### src/rtl/imem_access_ctrl_if.sv
// Bus bundle between the instruction-memory controller, the IF stage, the loader and the memory.
// slave is the controller's view; master is the view of everything around it.
interface imem_access_ctrl_if;
  logic        if_req_valid;
  logic [31:0] if_addr;
  logic        if_ready;
  logic        if_rsp_valid;
  logic [31:0] if_instr;
  logic        if_err;
  logic        ld_valid;
  logic [31:0] ld_addr;
  logic [31:0] ld_data;
  logic        ld_ready;
  logic [31:0] mem_addr;
  logic [31:0] mem_rdata;
  logic        mem_we;
  logic [7:0]  mem_wdata;
  logic        core_hold;

  modport slave (
    input  if_req_valid, if_addr, ld_valid, ld_addr, ld_data, mem_rdata,
    output if_ready, if_rsp_valid, if_instr, if_err, ld_ready,
           mem_addr, mem_we, mem_wdata, core_hold
  );

  modport master (
    output if_req_valid, if_addr, ld_valid, ld_addr, ld_data, mem_rdata,
    input  if_ready, if_rsp_valid, if_instr, if_err, ld_ready,
           mem_addr, mem_we, mem_wdata, core_hold
  );
endinterface

### src/rtl/imem_access_ctrl.sv
// Instruction-memory access controller: arbitrates IF fetches against loader word writes,
// splits loader words into four byte writes and keeps a starving fetch from waiting forever.
module imem_access_ctrl #(
  parameter int unsigned MEM_BYTES    = 512,
  parameter int unsigned STARVE_LIMIT = 8,
  parameter logic [31:0] NOP_INSTR    = 32'h0000_0013
) (
  input logic               clk,
  input logic               rst_n,
  imem_access_ctrl_if.slave bus
);

  localparam int unsigned    SCW        = $clog2(STARVE_LIMIT + 1);
  localparam logic [31:0]    LAST_WORD  = 32'(MEM_BYTES - 4);
  localparam logic [SCW-1:0] STARVE_MAX = SCW'(STARVE_LIMIT);

  localparam logic [2:0] S_IDLE = 3'd0;
  localparam logic [2:0] S_WR0  = 3'd1;
  localparam logic [2:0] S_WR1  = 3'd2;
  localparam logic [2:0] S_WR2  = 3'd3;
  localparam logic [2:0] S_WR3  = 3'd4;

  logic [2:0]     r_state;
  logic [2:0]     w_state_nxt;
  logic [31:0]    r_waddr;
  logic [31:0]    r_wdata;
  logic [SCW-1:0] r_starve;
  logic [SCW-1:0] w_starve_nxt;
  logic           r_rsp_valid;
  logic           r_err;
  logic [31:0]    r_instr;

  logic           w_fetch_grant;
  logic           w_ld_grant;
  logic           w_fetch_err;
  logic [31:0]    w_ld_word;
  logic           w_ld_oor;
  logic [31:0]    w_maddr;
  logic           w_we;
  logic [7:0]     w_wdata;
  logic           w_hold;

  // Arbitration, memory drive and next state; grants only ever come out of IDLE
  always_comb begin
    w_state_nxt   = r_state;
    w_fetch_grant = 1'b0;
    w_ld_grant    = 1'b0;
    w_maddr       = '0;
    w_we          = 1'b0;
    w_wdata       = '0;
    w_hold        = 1'b0;
    w_fetch_err   = (bus.if_addr[1:0] != 2'b00) || (bus.if_addr > LAST_WORD);
    w_ld_word     = bus.ld_addr & ~32'h0000_0003;
    w_ld_oor      = w_ld_word > LAST_WORD;

    case (r_state)
      S_IDLE: begin
        w_fetch_grant = bus.if_req_valid && (!bus.ld_valid || (r_starve >= STARVE_MAX));
        w_ld_grant    = bus.ld_valid && !w_fetch_grant;
        w_hold        = w_ld_grant;
        if (w_fetch_grant && !w_fetch_err) w_maddr = bus.if_addr;
        // an out-of-range loader word is acknowledged and dropped
        if (w_ld_grant && !w_ld_oor) w_state_nxt = S_WR0;
      end
      S_WR0: begin
        w_we        = 1'b1;
        w_hold      = 1'b1;
        w_maddr     = r_waddr;
        w_wdata     = r_wdata[7:0];
        w_state_nxt = S_WR1;
      end
      S_WR1: begin
        w_we        = 1'b1;
        w_hold      = 1'b1;
        w_maddr     = r_waddr + 32'd1;
        w_wdata     = r_wdata[15:8];
        w_state_nxt = S_WR2;
      end
      S_WR2: begin
        w_we        = 1'b1;
        w_hold      = 1'b1;
        w_maddr     = r_waddr + 32'd2;
        w_wdata     = r_wdata[23:16];
        w_state_nxt = S_WR3;
      end
      S_WR3: begin
        w_we        = 1'b1;
        w_hold      = 1'b1;
        w_maddr     = r_waddr + 32'd3;
        w_wdata     = r_wdata[31:24];
        w_state_nxt = S_IDLE;
      end
      default: w_state_nxt = S_IDLE;
    endcase
  end

  // Starvation counter: counts waiting cycles of a pending fetch, saturating
  always_comb begin
    w_starve_nxt = r_starve;
    if (!bus.if_req_valid || w_fetch_grant) w_starve_nxt = '0;
    else if (r_starve < STARVE_MAX)         w_starve_nxt = r_starve + SCW'(1);
  end

  always_ff @(posedge clk or negedge rst_n) begin
    if (!rst_n) begin
      r_state     <= S_IDLE;
      r_waddr     <= '0;
      r_wdata     <= '0;
      r_starve    <= '0;
      r_rsp_valid <= 1'b0;
      r_err       <= 1'b0;
      r_instr     <= '0;
    end else begin
      r_state     <= w_state_nxt;
      r_starve    <= w_starve_nxt;
      r_rsp_valid <= w_fetch_grant;
      if (w_ld_grant) begin
        r_waddr <= w_ld_word;
        r_wdata <= bus.ld_data;
      end
      if (w_fetch_grant) begin
        r_err   <= w_fetch_err;
        r_instr <= w_fetch_err ? NOP_INSTR : bus.mem_rdata;
      end else begin
        r_err   <= 1'b0;
      end
    end
  end

  assign bus.if_ready     = w_fetch_grant;
  assign bus.ld_ready     = w_ld_grant;
  assign bus.mem_addr     = w_maddr;
  assign bus.mem_we       = w_we;
  assign bus.mem_wdata    = w_wdata;
  assign bus.core_hold    = w_hold;
  assign bus.if_rsp_valid = r_rsp_valid;
  assign bus.if_err       = r_err;
  assign bus.if_instr     = r_instr;

endmodule

### src/flat_wrapper.sv
// flat-port wrapper written by rule: the top's interface ports become plain ports
module imem_access_ctrl_flat 
#(
  parameter int unsigned MEM_BYTES    = 512,
  parameter int unsigned STARVE_LIMIT = 8,
  parameter logic [31:0] NOP_INSTR    = 32'h0000_0013
)
  (clk, rst_n, bus_if_req_valid, bus_if_addr, bus_ld_valid, bus_ld_addr, bus_ld_data, bus_mem_rdata, bus_if_ready, bus_if_rsp_valid, bus_if_instr, bus_if_err, bus_ld_ready, bus_mem_addr, bus_mem_we, bus_mem_wdata, bus_core_hold);
  imem_access_ctrl_if bus_i ();
  input logic clk;
  input logic rst_n;
  input wire logic [$bits(bus_i.if_req_valid)-1:0] bus_if_req_valid;
  input wire logic [$bits(bus_i.if_addr)-1:0] bus_if_addr;
  input wire logic [$bits(bus_i.ld_valid)-1:0] bus_ld_valid;
  input wire logic [$bits(bus_i.ld_addr)-1:0] bus_ld_addr;
  input wire logic [$bits(bus_i.ld_data)-1:0] bus_ld_data;
  input wire logic [$bits(bus_i.mem_rdata)-1:0] bus_mem_rdata;
  output wire logic [$bits(bus_i.if_ready)-1:0] bus_if_ready;
  output wire logic [$bits(bus_i.if_rsp_valid)-1:0] bus_if_rsp_valid;
  output wire logic [$bits(bus_i.if_instr)-1:0] bus_if_instr;
  output wire logic [$bits(bus_i.if_err)-1:0] bus_if_err;
  output wire logic [$bits(bus_i.ld_ready)-1:0] bus_ld_ready;
  output wire logic [$bits(bus_i.mem_addr)-1:0] bus_mem_addr;
  output wire logic [$bits(bus_i.mem_we)-1:0] bus_mem_we;
  output wire logic [$bits(bus_i.mem_wdata)-1:0] bus_mem_wdata;
  output wire logic [$bits(bus_i.core_hold)-1:0] bus_core_hold;
  assign bus_i.if_req_valid = bus_if_req_valid;
  assign bus_i.if_addr = bus_if_addr;
  assign bus_i.ld_valid = bus_ld_valid;
  assign bus_i.ld_addr = bus_ld_addr;
  assign bus_i.ld_data = bus_ld_data;
  assign bus_i.mem_rdata = bus_mem_rdata;
  assign bus_if_ready = bus_i.if_ready;
  assign bus_if_rsp_valid = bus_i.if_rsp_valid;
  assign bus_if_instr = bus_i.if_instr;
  assign bus_if_err = bus_i.if_err;
  assign bus_ld_ready = bus_i.ld_ready;
  assign bus_mem_addr = bus_i.mem_addr;
  assign bus_mem_we = bus_i.mem_we;
  assign bus_mem_wdata = bus_i.mem_wdata;
  assign bus_core_hold = bus_i.core_hold;
  imem_access_ctrl #(.MEM_BYTES(MEM_BYTES), .STARVE_LIMIT(STARVE_LIMIT), .NOP_INSTR(NOP_INSTR)) u_core (.clk(clk), .rst_n(rst_n), .bus(bus_i));
endmodule
### config.mk
export PLATFORM = sky130hd
export DESIGN_NAME = imem_access_ctrl_flat
export DESIGN_NICKNAME = d
export VERILOG_FILES = /design/src/rtl/imem_access_ctrl_if.sv /design/src/rtl/imem_access_ctrl.sv /design/src/flat_wrapper.sv
export SDC_FILE = /design/constraint.sdc
export NUM_CORES = 1
export LEC_CHECK = 0
export BUFFER_PORTS_ARGS = -buffer_cell sky130_fd_sc_hd__buf_4
export CAP_MARGIN = 20
export CORE_ASPECT_RATIO = 0.9
export CORE_MARGIN = 2
export CORE_UTILIZATION = 26
export CTS_BUF_LIST = sky130_fd_sc_hd__clkbuf_16
export DETAILED_ROUTE_END_ITERATION = 7
export PLACE_DENSITY = 0.45
export RECOVER_POWER = 50
export SLEW_MARGIN = 20
export SYNTH_ARGS = -nofsm -noshare
export SYNTH_HDL_FRONTEND = slang
export SYNTH_SLANG_ARGS = --single-unit
### constraint.sdc
create_clock -name clk -period 2.2 [get_ports clk]
set_clock_uncertainty 0.05 [all_clocks]
set_input_delay 0.22 -clock clk [delete_from_list [all_inputs] [get_ports clk]]
set_output_delay 0.22 -clock clk [all_outputs]
set_load 0.03 [all_outputs]
==> results.yml <==
outcome:
  status: "completed"
detailed_routing:
  firstDrtPassIters: 4
  wl_met1_microns: 6203
  routed-wl-met2_microns: 6788
  antenna_left: 0
  highest_layer: "met4"
  met3_length_microns: 694
  drc: 0
  drt_iter0_drc: 136
  routed_wl_microns: 13970
  wl_per_cell_microns: 16.40
  vias_per_cell: 4.351
  via_count: 3707
worst_setup_path:
  cp_top_family: "buffers and inverters"
  cp.arrival_ns: 1.82
  cp_max_fo: 11
  worstSetupStartpointType: "flip-flop"
  worstPathRequired_ns: 1.93
  path_cells: "buf_4 -> nor2b_1 -> buf_4 -> a22oi_1 -> o22ai_1 -> buf_4"
  crit_buf_inv: 3
  crit_path_end_kind: "primary output"
  path_class: "reg2out"
  critPathSlowestCell: "dfrtp_1"
  critical_path.max_stage_delay_ns: 0.41
  critPathMostFrequentCell: "buf_4"
clock_network:
  htree_num_levels: 3
  clk_path_buf_depth: 2
  clk_pin_slew_ns: 0.07
  cts-root-buf: "clkbuf_16"
  worstSkewPairLatency_ns: 0.35
  cts_buffers: 9
  clock_sinks: 103
  cts_tree: "yes"
global_route:
  overflow: 0
  grt_pass1_vias: 3951
  grt_pass1_wl_microns: 22000
  antenna_found_initial: 0
  grt_max_degree: 37
  groute.usage.overall_pct: 14.45
floorplanning:
  fp.dieW_microns: 147.6
  core_area_sq_mm: 0.01829
  initial_core_util_pct: 26.37
  die_h_microns: 133.2
  ios: 210
  die-area_sq_mm: 0.01966
  std_cell_rows: 47
yosys:
  yosysTopAreaCell: "dfrtp_1"
  synth_area_leaders: "dfrtp_1 (53%), mux2_4 (18%), nand2_1 (4.7%), and2_1 (3.1%), o21ai_0 (2.2%)"
  synthTopCellsByCount: "dfrtp_1 (103), nand2_1 (60), mux2_4 (58), and2_1 (24), o21ai_0 (21)"
  synth.top_cell.area_share_pct: 53.44
  synthFlopType: "dfrtp_1"
  syn_nets: 529
  synth_edf_count: 0
  postSynthAreaPerCell_sq_um: 12.21
  synth_cell_types: 39
  async_flop_share_pct: 100.0
  syn_inst: 395
  ys.warnings.count: 0
  ys_ff_latch: 103
  seq_area_frac_synth_pct: 53.44
  post-synth-top-count-cell: "dfrtp_1"
  syn-cell-area_sq_mm: 0.004823
placed_design:
  gp_congestion: 0.7614
  dp.cells: 836
  dp_hpwl_microns: 10310
  numPortBuffers: 207
sta:
  finalSetupViolCount: 0
  fmax_ghz: 0.4788
  finalSetupTns_ns: 0
  slew_headroom_pct: 47.25
  rsz0062_at_grt: "false"
  hold_viol_final: 0
  drv_slew: 0
  period_share_pct: 94.93
  tightest_slew_ns: 0.7913
  min_period_ns: 2.088
  whs_ns: 0.04612
final_layout:
  diodes: 0
  fin_cells: 852
  areaGrowthSynthToFinish_pct: 41.48
  final_util_pct: 37.31
  nFillCells: 1871
  layout-drive-gt1-share_pct: 44.48
  layout.nets: 737
pwr:
  peakVddDrop_uv: 482.7
  power_uw: 9490
  clockPowerShare_pct: 16.5
  seq_power_share_pct: 30.5
  p_sw_uw: 3650
  leakage_uw: 0.003275
  powerDensity_mw_per_mm2: 1391
  power.internal_uw: 5839
  combinationalPowerShare_pct: 53.0
  switching_share_pct: 38.47
worst_hold_path:
  hp-class: "in2reg"
run:
  cap_violations: 0
==> per-layer routing <==
layer / vias to the layer above / track usage [%]
li1: 1784 / -
met1: 1782 / 19.32
met5: - / 0
met4: 0 / 5.556
met2: 126 / 23.49
met3: 15 / 2.432
==> cells in the final DEF (no fill, tap or decap), drive strengths merged <==
master and count:
o21ba 1, clkinv 3, and2 24, mux2i 9, nor3b 1, nand4 3
dlygate4sd3 1, a21oi 3, o21ai 30, nand2b 2, a31oi 1, nand2 60
buf 184, xnor2 2, nor2 15, clkbuf 47, nand3 3, mux2 63
nor4 10, nor2b 3, a22oi 8, xor2 1, bufinv 1, dfrtp 103
or2 1, a32o 7, nor3 3, o21a 1, inv 6, ha 2
o21bai 1, o22ai 8
==> what timing repair did <==
item,in CTS,in global routing
resized for setup,1,3
setup buffers,0,0
hold buffers,1,0
endpoints found under the hold margin,27,0
endpoints found under the setup margin,7,6
==> flip-flops by register name (all words and copies together) (netlist names) <==
name / flops
u_core.bus.if_rsp_valid: 1
u_core.r_waddr: 30
u_core.r_wdata: 32
u_core.bus.if_instr: 32
u_core.r_state: 3
u_core.bus.if_err: 1
u_core.r_starve: 4
==> kinds of logic after synthesis <==
kind of cell	share of synthesized area [%]
and+or+nand+nor	12.79
xor gates and xnor gates	0.5448
adders and majority gates	0.5187
AOI/OAI and AO/OA	7.808
buffers and inverters	3.813
muxes	21.09
DFF	53.44
==> path summary, 6_finish.rpt <==
kind | from | to | slack (ns) | depth (start not counted)
hold / removal | bus_ld_data[18] | u_core.r_wdata[18] | 0.05 | 2
hold reg to reg | u_core.bus.if_instr[23] | u_core.bus.if_instr[23] | 0.43 | 2
max in group asynchronous | rst_n | u_core.r_state[2] | 0.64 | 3
setup / recovery | u_core.r_state[1] | bus_mem_wdata[3] | 0.11 | 6
setup reg to reg | u_core.r_starve[3] | u_core.r_waddr[9] | 0.45 | 4
min in group asynchronous | rst_n | u_core.bus.if_instr[19] | 0.44 | 2
==> power groups by stage <==
stage / registers, uW / logic [uW] / clock network [uW]
floorplan: 2820 / 3510 / 0
global placement: 2900 / 5060 / 0
detailed placement: 2920 / 5080 / 0
CTS: 2900 / 5100 / 1620
global route: 2990 / 5350 / 1690
finish: 2900 / 5030 / 1570
==> layout make-up <==
cell class	instances	area [sq um]	share of cell area [%]
inverter	4	20.02	0.2934
tap	245	306.5	4.492
timing repair buffer	223	1570	23.01
multi-input combinational	262	2069	30.33
sequential	103	2577	37.77
clock buffer	9	225.2	3.300
clock inverter	6	55.05	0.8067
==> per-stage QoR <==
stage	cell area [sq um]	setup WS [ns]
after floorplan	4823	0.2768
after global placement	6655	0.3610
after detailed placement	6655	0.2905
after CTS	6948	0.04206
after global routing	6824	0.002776
final	6824	0.1116
==> worst register-to-register path, stage by stage (launching register included) <==
cell	delay (ns)
dfrtp_1	0.46
nand2_1	0.15
nand3_4	0.12
buf_4	0.50
mux2_4	0.36
Note: power is estimated with default switching activity, not from simulation.
